File: src/rtl/instr_sequencer.sv
// Multi-cycle FETCH/EXEC/MEM sequencer for the accumulator core: owns the PC,
// gates the decoder write strobes and runs the start/done handshake.
module instr_sequencer #(
    parameter int PC_W     = 10,
    parameter int START_PC = 0,
    parameter int MEM_LAT  = 2
) (
    input  logic            clk,
    input  logic            rst_n,
    input  logic            start_i,
    input  logic            br_ctrl,
    input  logic            jmp_ctrl,
    input  logic            regwrite_ctrl,
    input  logic            memwrite_ctrl,
    input  logic [1:0]      accdata_ctrl,
    input  logic            accwrite_ctrl,
    input  logic            done_ctrl,
    input  logic            acc_true_i,
    input  logic [PC_W-1:0] tgt_addr_i,
    output logic [PC_W-1:0] pc_o,
    output logic            ir_load_o,
    output logic            regwrite_en_o,
    output logic            accwrite_en_o,
    output logic            memwrite_en_o,
    output logic            mem_req_o,
    output logic            done_o,
    output logic [15:0]     retired_o
);

    typedef enum logic [2:0] {S_IDLE, S_FETCH, S_EXEC, S_MEM, S_HALT} state_t;

    localparam logic [PC_W-1:0] START_ADDR = PC_W'(START_PC);
    localparam logic [3:0]      LAT_M1     = 4'(MEM_LAT - 1);

    state_t          state_q, state_d;
    logic [PC_W-1:0] pc_q, pc_d;
    logic [15:0]     ret_q, ret_d;
    logic [3:0]      cnt_q, cnt_d;
    logic            is_lb_q, is_lb_d;

    logic            is_lb, mem_op, take_tgt;
    logic [PC_W-1:0] pc_next;
    logic [15:0]     ret_inc;

    assign is_lb    = (accdata_ctrl == 2'b10);
    assign mem_op   = is_lb | memwrite_ctrl;
    assign take_tgt = jmp_ctrl | (br_ctrl & acc_true_i);
    // pc_q + 1 naturally wraps from all-ones back to zero at PC_W bits.
    assign pc_next  = take_tgt ? tgt_addr_i : pc_q + 1'b1;
    assign ret_inc  = (ret_q == 16'hFFFF) ? ret_q : ret_q + 16'd1;

    assign pc_o      = pc_q;
    assign retired_o = ret_q;

    // NOTE: every signal written here gets a default first, so no path leaves one unassigned and no latch is inferred.
    always_comb begin
        state_d       = state_q;
        pc_d          = pc_q;
        ret_d         = ret_q;
        cnt_d         = cnt_q;
        is_lb_d       = is_lb_q;
        ir_load_o     = 1'b0;
        regwrite_en_o = 1'b0;
        accwrite_en_o = 1'b0;
        memwrite_en_o = 1'b0;
        mem_req_o     = 1'b0;
        done_o        = 1'b0;

        unique case (state_q)
            S_IDLE: begin
                if (start_i) begin
                    pc_d    = START_ADDR;
                    ret_d   = '0;
                    state_d = S_FETCH;
                end
            end
            S_FETCH: begin
                ir_load_o = 1'b1;
                state_d   = S_EXEC;
            end
            S_EXEC: begin
                if (done_ctrl) begin
                    state_d = S_HALT;
                end else if (mem_op) begin
                    cnt_d   = LAT_M1;
                    is_lb_d = is_lb;
                    state_d = S_MEM;
                end else begin
                    regwrite_en_o = regwrite_ctrl;
                    accwrite_en_o = accwrite_ctrl;
                    pc_d          = pc_next;
                    ret_d         = ret_inc;
                    state_d       = S_FETCH;
                end
            end
            S_MEM: begin
                mem_req_o     = 1'b1;
                memwrite_en_o = ~is_lb_q;
                if (cnt_q == 4'd0) begin
                    accwrite_en_o = is_lb_q;
                    pc_d          = pc_next;
                    ret_d         = ret_inc;
                    state_d       = S_FETCH;
                end else begin
                    cnt_d = cnt_q - 4'd1;
                end
            end
            S_HALT: begin
                done_o = 1'b1;
                if (start_i) begin
                    pc_d    = START_ADDR;
                    ret_d   = '0;
                    state_d = S_FETCH;
                end
            end
            default: state_d = S_IDLE;
        endcase
    end

    // NOTE: sequential state uses non-blocking assignments so every register samples pre-edge values.
    always_ff @(posedge clk or negedge rst_n) begin
        if (!rst_n) begin
            state_q <= S_IDLE;
            pc_q    <= START_ADDR;
            ret_q   <= '0;
            cnt_q   <= '0;
            is_lb_q <= 1'b0;
        end else begin
            state_q <= state_d;
            pc_q    <= pc_d;
            ret_q   <= ret_d;
            cnt_q   <= cnt_d;
            is_lb_q <= is_lb_d;
        end
    end

endmodule
File: config.mk
export PLATFORM = sky130hd
export DESIGN_NAME = instr_sequencer
export DESIGN_NICKNAME = d
export VERILOG_FILES = /design/src/rtl/instr_sequencer.sv
export SDC_FILE = /design/constraint.sdc
export NUM_CORES = 1
export LEC_CHECK = 0
export CORE_UTILIZATION = 39
export CTS_BUF_LIST = sky130_fd_sc_hd__clkbuf_8
export DETAILED_ROUTE_END_ITERATION = 8
export PLACE_DENSITY = 0.76
export SYNTH_ARGS = -nofsm -noshare
export SYNTH_HDL_FRONTEND = slang
export SYNTH_SLANG_ARGS = --single-unit
File: constraint.sdc
create_clock -name clk -period 3.2 [get_ports clk]
set_input_delay 0.64 -clock clk [delete_from_list [all_inputs] [get_ports clk]]
set_output_delay 0.64 -clock clk [all_outputs]
set_load 0.01 [all_outputs]
# Yosys cells after proc, flatten, opt, wreduce, memory -nomap -nowiden
# Index checks and enable logic that the tools add are counted.
# Widths: inputs -> output; s select.
# totals
input_bits	22
ff_bits	34
romBits	0
latch_bits	0
output_inout_bits	32
mem_bits_rw	0
memories	0
# classes
n_lt_le_gt_ge	0
n_reduce_logical	9
mul	0
eq_ne	12
bitwise_logic	5
add_sub_neg	3
n_div	0
mux	32
shift	0
# ops
cell	count
$mux 16	5
$mux 10	5
$pmux 16 s3	1
$pmux 10 s3	1
$add 16x1->16 const B	1
$eq 16x16->1 const B	1
$mux 4	3
$pmux 3 s4	1
$add 10x1->10 const B	1
$mux 1	10
$ne 2x2->1 const B	5
$mux 3	3
$pmux 4 s2	1
$eq 3x2->1 const B	2
$reduce_and 5->1	1
$logic_not 4->1	1
$reduce_and 4->1	1
$sub 4x1->4 const B	1
$eq 3x1->1 const B	1
$eq 3x3->1 const B	1
$logic_not 3->1	1
$reduce_and 3->1	1
$reduce_bool 3->1	1
$eq 2x2->1 const B	1
9 further kinds	11

# Depth between registers and ports, before layout
# depth
ltp_word	6
depth_mapped	8
ltp_nobuf	7

# Worst setup path before layout
# Ideal clock, no wire load.
# synth_timing
path_type	input-to-reg
startpoint	input done_ctrl
endpoint	register ret_q[6] (netlist: retired_o[6])
setup_ns	0.125
path_slack_ns	0.840
path_stages	6
arrival_time_ns	2.235
cell_sequence	or4b_4 > o32a_1 > buf_6 > nor4b_2 > o21ai_0 > mux2_2
# synth_via
elab_chain_cells	2
# synth_lines
item	line_no	rtl
start: declaration	17	input logic done_ctrl,
$ne 2x2->1 (no line)	-	
$reduce_and 5->1 (no line)	-	
end signal: assignment	131	ret_q <= ret_d;
end: declaration	37	logic [15:0] ret_q, ret_d;
# Every way passes these cells.
# A chain may end at the register's enable or synchronous reset.

# Worst setup path after layout
# layout_timing
startpoint	input done_ctrl
endpoint	output accwrite_en_o
# layout_via
elab_chain_cells	2
# layout_lines
item	line_no	rtl
$mux 1	82	if (done_ctrl) begin
$pmux 1 s2	69	unique case (state_q)
end: declaration	23	output logic accwrite_en_o,
# Every way passes these cells.

==> run metrics <==
status=completed; Final Skew=0.00347 ns; initial drt markers=148; Slew HR=41.0%; Post-DP Area=2640 um^2; vias in the first global route=1794; most common cell after layout, fill and taps aside=clkdlybuf4s50_1; worst path arrival time=2.47 ns; Mapped Area=2010 um^2; Top FF cell, synth=dfrtp_1; Crit-path slowest cell=clkdlybuf4s50_1; dpl ws=0.00647 ns; die width=73.7 um; Synth Area in Compound Gates=22.2%; CP Capture Type=output port; Filler cells=467; DR WL/cell=14.1 um; Ant. Diodes=0; RSZ-0062 raised after global routing=false; drt total wl=5030 um; post-synth top area cell=dfrtp_1; post-route cell area=2730 um^2; Rows=25; mux cell area share after synthesis=2.62%; CP required=2.56 ns; clock root cell=clkbuf_8; synth top area cells=dfrtp_1 42%, o21ai_0 5.5%, nor2_1 4.9%, a21oi_1 4.2%, nand2_1 3.6%; Finished Layout Cells=357; Yosys Warn Count=0; grt total ovfl=0; IO Port Bufs=53; crit path max fanout=3; Max clock buf depth=2; Netlist cell types=50; Final #Nets=315; Final TNS setup=0 ns; main combinational cell family by area after synthesis=simple AND/OR/NAND/NOR gates; worst-margin pin slew=0.886 ns; first-pass GRT wire length=8240 um; Fin. Hold Viols=0; flops & latches, synth=34; maximum VDD drop=0.000361 V; post-CTS setup buffer count=0; Largest stage delay, worst path=0.52 ns; clock sinks=34; Hold Startpoint=retired_o[9]$_DFFE_PN0P_; DP Wirelength=3690 um; Detailed Routing Iterations Pass 1=5; Synth Area in Adders=2.49%; Sequential cell area=851 um^2; EDFF count, synth=0; H-tree depth=2; Crit Path Class=primary input to output port; Mean Syn Cell Area=8.76 um^2; P&R area growth vs syn=36.2%; Static Leak=1.13 nW; Worst Setup SP=done_ctrl; placed cell count=349; initial antenna violation count=0; maxcap violations=0; P per Cell Area=689 nW/um^2; Die ar.=5440 um^2; Worst path top cell family by delay=buffers and inverters; DR vias/cell=5.58; GPL Wtd Cong=0.892; share of the synthesized area in the top cell type=42.4%; Core Area=4850 um^2; time the worst path needs with I/O delays and setup=3.11 ns; Achievable Freq=0.322 GHz; largest net degree at the start of global routing=35; routed via count=1992; Post-Synth XOR/XNOR Area=0.873%; GR Util All Layers=19.9%; Final period util=97.1%; Die Y-Extent=73.7 um; Hold Crit Class=flop to flop; io pins=54; Mapped Nets=255; CTS tree=done; # setup viols final=0; Clock Latency Late Sink=0.29 ns; Multi-input gate area=1100 um^2; startpoint types=primary input; initial core utilization=41.4%; post-synthesis simple-gate area fraction=26.6%; CTS buffer count=5; ratio of cells with drive above 1 in the final layout=8.97%; remaining antenna violation count after routing=0; max-slew violation count=0; worst-path cell chain=clkdlybuf4s50_1, or4b_4, nor3_2, a32o_1, clkdlybuf4s50_1; register area share after synthesis=42.4%; Most common cell on crit path=clkdlybuf4s50_1; RR Startpoint=state_q[0]$_DFFE_PN0P_; fin worst setup slack=0.0934 ns; Crit path buffers/inverters=2; clock-pin slew on the worst setup and hold paths=0.06 ns; most frequent cells in the layout=53 x clkdlybuf4s50_1, 34 x dfrtp_1, 26 x nor2_1; ys async rst share=100%; Post-Syn Instances=229; DRC viols=0
==> cells by family (layout without fill, tap and decap cells) <==
group / Yosys count / after routing
AND/OR/NAND/NOR: 101 / 101
AO/OA/AOI/OAI: 70 / 70
buffers and inverters: 13 / 74
adder cells (fa/ha/maj): 4 / 4
flip-flops: 34 / 34
multiplexers: 5 / 5
XOR/XNOR: 2 / 2
==> worst reg2reg max path: stages, from the launching register on <==
cell and delay [ns]:
dfrtp_1 0.43, or4b_4 0.56, buf_4 0.16, o32a_1 0.50, nor4b_2 0.39, o21ai_0 0.11
mux2_2 0.26
==> state kept, by name, indices dropped and copies added (netlist names) <==
register   count
pc_o          10
cnt_q          4
state_q        3
retired_o     16
is_lb_q        1
==> where the power goes <==
group	total, mW	leakage (nW)	internal [mW]	switching (mW)
registers	0.743	0.453	0.563	0.180
clock network	0.325	0.0524	0.170	0.154
logic	0.814	0.625	0.425	0.389
==> cell usage after synthesis, types with 3 or more instances <==
cell type	number
nand2_1	19
nor4_1	5
a41oi_1	3
ha_1	4
or3_1	4
and3_1	6
dfrtp_1	34
mux2i_1	3
a22oi_1	3
o211ai_1	3
inv_1	7
clkbuf_1	5
a41o_1	3
a31oi_1	4
nand4_1	3
o21ai_0	22
a21oi_1	17
nand3_1	10
nor3_1	10
nor2_1	26
==> stage by stage <==
step	utilization (%)	power (mW)	hold WS, ns
CTS	56.3	1.89	0.517
finish	56.4	1.88	0.509
global route	56.4	2.03	0.541
detailed placement	54.4	1.56	0.509
floorplan	-	1.17	0.344
global placement	54.4	1.54	0.501
==> repair_timing <==
| action | 4_1_cts | 5_1_grt |
|---|---|---|
| gates resized for setup | 0 | 1 |
| endpoints found under the setup margin | 0 | 2 |
| hold buffers | 0 | 0 |
| endpoints found under the hold margin | 0 | 0 |
==> cell type report <==
class,instances,share of cell area [%]
clock buffers,6,3.02
clock inverters,2,0.321
inverters,7,0.962
multi-input cells,182,40.4
flip-flops and latches,34,31.1
well taps,67,3.07
repair buffers,59,21.1
==> metal layers <==
| layer | track usage [%] | part of all wire, % |
|---|---|---|
| met4 | 8.12 | 1.7 |
| met1 | 26.1 | 45 |
| met2 | 31.6 | 48 |
| met3 | 4.53 | 5.0 |
| met5 | 0 | 0 |
==> path summary, 6_finish.rpt <==
check / end / slack [ns] / depth (start not counted)
max: accwrite_en_o / 0.09 / 5
min: retired_o[9]$_DFFE_PN0P_ / 0.51 / 1
max reg2reg: retired_o[6]$_DFFE_PN0P_ / 0.68 / 6
min reg2reg: retired_o[9]$_DFFE_PN0P_ / 0.51 / 1
max in group asynchronous: retired_o[14]$_DFFE_PN0P_ / 2.13 / 2
min in group asynchronous: retired_o[11]$_DFFE_PN0P_ / 0.77 / 2
Power figures use the tool's default switching activity.
